==> src/rtl/ysyx_23060187_ifu.sv <==
// Purpose: NPC instruction fetch unit. Holds the PC, issues one word fetch at a
//   time to instruction memory and hands each fetched word and its PC to decode.
// Latency: inst_valid rises the cycle after imem_resp_valid. Minimum of 3 FSM
//   states (REQ, WAIT, HOLD) per instruction, plus any memory stall cycles.
// Backpressure: stalls in HOLD until decode accepts. No new fetch is issued
//   while an instruction is held, and at most one request is ever outstanding.
//
// Ports:
//   clk, rst_n                      core clock and async active-low reset
//   redirect_valid/redirect_pc      PC change from execute (bits [1:0] ignored)
//   imem_req_valid/ready/addr       fetch request channel (addr == pc)
//   imem_resp_valid/data            single-cycle fetch response
//   inst_valid/ready, inst, inst_pc instruction channel to decode
`timescale 1ns/1ps
module ysyx_23060187_ifu #(
  parameter int                 XLEN     = 32,
  parameter logic [XLEN-1:0]    RESET_PC = 32'h8000_0000
) (
  input  logic            clk,
  input  logic            rst_n,
  input  logic            redirect_valid,
  input  logic [XLEN-1:0] redirect_pc,
  output logic            imem_req_valid,
  input  logic            imem_req_ready,
  output logic [XLEN-1:0] imem_req_addr,
  input  logic            imem_resp_valid,
  input  logic [XLEN-1:0] imem_resp_data,
  output logic            inst_valid,
  input  logic            inst_ready,
  output logic [XLEN-1:0] inst,
  output logic [XLEN-1:0] inst_pc
);

  typedef enum logic [1:0] {
    BOOT = 2'd0,
    REQ  = 2'd1,
    WAIT = 2'd2,
    HOLD = 2'd3
  } state_e;

  state_e          state_q;
  logic [XLEN-1:0] pc_q;
  logic            kill_q;        // outstanding response belongs to a wrong path
  logic [XLEN-1:0] inst_q;
  logic [XLEN-1:0] inst_pc_q;
  logic            inst_valid_q;
  logic [XLEN-1:0] redirect_tgt;

  // Redirect targets are forced to word alignment.
  assign redirect_tgt = redirect_pc & ~XLEN'(3);

  // The address is driven from pc at all times; memory only samples it on the
  // handshake cycle, so a redirect while REQ is stalled retargets the request.
  assign imem_req_valid = (state_q == REQ);
  assign imem_req_addr  = pc_q;
  assign inst_valid     = inst_valid_q;
  assign inst           = inst_q;
  assign inst_pc        = inst_pc_q;

  always_ff @(posedge clk or negedge rst_n) begin
    if (!rst_n) begin
      state_q      <= BOOT;
      pc_q         <= RESET_PC;
      kill_q       <= 1'b0;
      inst_q       <= '0;
      inst_pc_q    <= '0;
      inst_valid_q <= 1'b0;
    end else if (redirect_valid) begin
      // Redirect wins over every same-cycle event.
      pc_q <= redirect_tgt;
      case (state_q)
        BOOT: state_q <= REQ;
        REQ: begin
          // Handshake this cycle already went to the old address: squash it.
          if (imem_req_ready) begin
            kill_q  <= 1'b1;
            state_q <= WAIT;
          end
        end
        WAIT: begin
          if (imem_resp_valid) begin
            kill_q  <= 1'b0;
            state_q <= REQ;
          end else begin
            kill_q  <= 1'b1;
          end
        end
        HOLD: begin
          // Held instruction is dropped even if decode is accepting it now.
          inst_valid_q <= 1'b0;
          state_q      <= REQ;
        end
      endcase
    end else begin
      case (state_q)
        BOOT: state_q <= REQ;
        REQ: begin
          if (imem_req_ready) state_q <= WAIT;
        end
        WAIT: begin
          if (imem_resp_valid) begin
            if (kill_q) begin
              kill_q  <= 1'b0;
              state_q <= REQ;
            end else begin
              inst_q       <= imem_resp_data;
              inst_pc_q    <= pc_q;
              pc_q         <= pc_q + XLEN'(4);
              inst_valid_q <= 1'b1;
              state_q      <= HOLD;
            end
          end
        end
        HOLD: begin
          if (inst_ready) begin
            inst_valid_q <= 1'b0;
            state_q      <= REQ;
          end
        end
      endcase
    end
  end

endmodule
==> config.mk <==
export PLATFORM = sky130hd
export DESIGN_NAME = ysyx_23060187_ifu
export DESIGN_NICKNAME = d
export VERILOG_FILES = /design/src/rtl/ysyx_23060187_ifu.sv
export SDC_FILE = /design/constraint.sdc
export NUM_CORES = 1
export LEC_CHECK = 0
export CAP_MARGIN = 40
export CORE_MARGIN = 1.5
export CORE_UTILIZATION = 25
export DETAILED_ROUTE_END_ITERATION = 16
export REMOVE_ABC_BUFFERS = 1
export SYNTH_ARGS = -nofsm -noshare
export SYNTH_HDL_FRONTEND = slang
export SYNTH_SLANG_ARGS = --single-unit
==> constraint.sdc <==
create_clock -name clk -period 2.5 [get_ports clk]
set_input_delay 0.5 -clock clk [delete_from_list [all_inputs] [get_ports clk]]
set_output_delay 0.5 -clock clk [all_outputs]
set_load 0.03 [all_outputs]
==> summary.md <==
| Metric | Value |
|---|---|
| Outcome | `finished, final reports clean` |
| Relative slew slack | `56.7%` |
| Area Overhead vs Synth | `51.2%` |
| Simple-gate share of the synthesized area | `13.2%` |
| Post-synth cell types | `42` |
| Post-synthesis compound-gate area fraction | `8.68%` |
| RSZ-0062 raised after global routing | `no` |
| Vias in the first global route | `3637` |
| Yosys warns | `0` |
| Leading area contributor after synthesis | `dfrtp_1` |
| Post-Syn Instances | `369` |
| GR Overflow Total | `0` |
| Top FF cell, synth | `dfrtp_1` |
| Antenna-violating nets left | `0` |
| Fmax | `421 MHz` |
| Area of the mapped netlist | `0.00434 mm2` |
| Initial antenna violation count | `1` |
| CP Capture Type | `register` |
| Gpl congestion | `0.726` |
| Gr usage total | `13.4%` |
| Crit path cell chain | `inv_1 -> ha_1 -> nand3b_2 -> or4_1 -> or4_1 -> a31oi_1` |
| WP buf/inv | `1` |
| Setup bufs post-CTS | `0` |
| Most frequent CP cell | `or4_1` |
| Post-route clock period utilization | `95.1%` |
| Pwr/cell area | `915 mW/mm2` |
| Final nets | `612` |
| Via density | `4.68` |
| Worst VDD drop | `381 uV` |
| Type of the worst setup path | `reg2reg` |
| Final Slew Violations | `0` |
| Synth Area in XOR/XNOR | `1.82%` |
| Design area | `0.00656 mm2` |
| Detailed Place HPWL | `8540 um` |
| Post-route DRC | `0` |
| Clk slew on worst S/H paths | `0.07 ns` |
| PortBufs | `161` |
| Hold violation count in the final report | `0` |
| Starting density of the core | `25.9%` |
| Synth Area in Adders | `1.15%` |
| CP peak stage delay | `0.68 ns` |
| Leakage power total | `2.79 nW` |
| Chip height | `135 um` |
| Reg2reg start | `state_q[0]` |
| Clk Latency, worst-skew pair | `0.34 ns` |
| First-pass GRT wire length | `18800 um` |
| Post-synthesis mux area share | `16.8%` |
| Layout cell share with drive strength beyond 1 | `17.5%` |
| Top cell type's share of synthesized area | `54.8%` |
| Placed cell areas | `0.00630 mm2` |
| H-Tree Depth | `3` |
| Worst EP arrival | `2.64 ns` |
| Async set-reset flop share out of synthesis | `100%` |
| Wire per inst | `15.4 um` |
| Post-CTS Resized | `0` |
| Final Skew | `0.00898 ns` |
| Initial DRC Count | `102` |
| Top cells by area, synth | `dfrtp_1 55%, mux2_2 16%, or4_1 2.6%, nand2_1 2.5%, a31oi_1 2.3%` |
| CTS sink cnt | `96` |
| Root buffer selected by CTS | `clkbuf_16` |
| Largest family of logic cells by synthesized area | `multiplexers` |
| Die Width | `135 um` |
| IO Pins | `168` |
| Worst slew pin tran | `0.650 ns` |
| Core Rows | `47` |
| Worst hold path class | `in2async` |
| Worst Path Required | `2.77 ns` |
| #FFs+latches synth | `96` |
| Most common cell in the netlist | `dfrtp_1` |
| Clock Path Buffers | `2` |
| Core Footprint | `0.0168 mm2` |
| Inserted Clock Buffers | `9` |
| CTS tree | `built` |
| Worst setup startpoint | `state_q[0]` |
| Drt pass-1 iters | `4` |
| MaxCap Viol Count | `0` |
| Hold buffers post-CTS | `0` |
| Placed cells | `747` |
| Vias | `3577` |
| Final setup fails | `0` |
| Minimum clock period | `2.38 ns` |
| Sequential share of the synthesized area | `55.4%` |
| Highest-delay cell along the critical path | `or4_1` |
| EDFF count, synth | `0` |
| Worst Setup Start Kind | `register` |
| Final Non-Filler Cells | `764` |
| Filler cell count | `1632` |
| Crit path max fanout | `9` |
| Syn Area/Cell | `11.8 um2` |
| Family with the most delay on the worst path | `simple AND/OR/NAND/NOR gates` |
| Routed WL | `11800 um` |
| Synth top cells by count | `95 x dfrtp_1, 63 x mux2_2, 29 x nand2_1` |
| Die area | `0.0182 mm2` |
| Pin count of the biggest net entering global routing | `46` |
power breakdown:
group	total, W	switching, W	internal (W)
Sequential	0.00225	0.000274	0.00198
Clock	0.00127	0.000566	0.000703
Combinational	0.00249	0.00132	0.00116
Total	0.00601	0.00216	0.00384
per-layer routing:
| layer | GRT usage [%] | vias up | share of wire, % |
|---|---|---|---|
| li1 | - | 1692 | - |
| met1 | 16.7 | 1761 | 45 |
| met2 | 21.5 | 115 | 46 |
| met3 | 4.92 | 9 | 7.4 |
| met4 | 4.12 | 0 | 1.4 |
| met5 | 0 | - | 0 |
per-stage QoR:
step	utilization, %	worst slack [ns]	hold WS (ns)	TNS (ns)	total power [W]
after CTS	39.1	0.148	0.187	0	0.00610
final	39.2	0.122	0.184	0	0.00601
after global placement	37.6	-0.0335	0.489	-0.0335	0.00474
after detailed placement	37.6	-0.0462	0.493	-0.0468	0.00479
after floorplan	-	0.0705	0.204	0	0.00361
after global routing	39.2	0.0134	0.215	0	0.00633
kinds of logic after synthesis:
kind of cell             Yosys count
AO/OA/AOI/OAI                     60
XOR/XNOR                           9
adder cells (fa/ha/maj)            4
buffers and inverters             28
flip-flops                        96
multiplexers                      65
other                              1
AND/OR/NAND/NOR                  106
cell type report:
class | count | area (um2) | share of cell area, %
diodes | 1 | 2.50 | 0.0381
clock buffers | 15 | 258 | 3.93
clock inverters | 1 | 5.00 | 0.0763
inverters | 4 | 15.0 | 0.229
multi-input cells | 248 | 1820 | 27.8
flip-flops and latches | 96 | 2400 | 36.6
well taps | 220 | 275 | 4.19
repair buffers | 179 | 1780 | 27.1
worst register-to-register path: cells and delay by family (launching register included):
family / cells / cell delay, ns
AO/OA/AOI/OAI: 1 / 0.18
AND/OR/NAND/NOR: 3 / 1.31
adder cells (fa/ha/maj): 1 / 0.33
flip-flops: 1 / 0.42
buffers and inverters: 1 / 0.07
final timing paths:
check,cells after the start,end,slack [ns]
setup / recovery,6,imem_req_addr[21],0.12
hold / removal,1,inst[22],0.18
setup reg to reg,6,imem_req_addr[21],0.12
hold reg to reg,1,inst[11],0.50
max in group asynchronous,2,inst[19],1.67
min in group clk,1,inst[11],0.50
sequential cells by signal, summed over array words and instances, names as in the netlist:
name and flops:
inst 32, imem_req_addr 30, inst_pc 30, state_q 2, inst_valid 1, kill_q 1
layout by cell type (no fill, tap or decap), types with 5 or more instances in the layout:
cell type / n
clkdlybuf4s50_1: 160
dfrtp_1: 95
mux2_2: 63
nand2_1: 29
nor2_1: 19
o21ai_0: 17
a31oi_1: 16
buf_4: 16
or4_1: 15
o31ai_1: 12
nand3_1: 11
clkbuf_16: 9
nand4_1: 8
xor2_1: 5
clkbuf_1: 5
No activity file was read; power rests on OpenSTA's default activity.
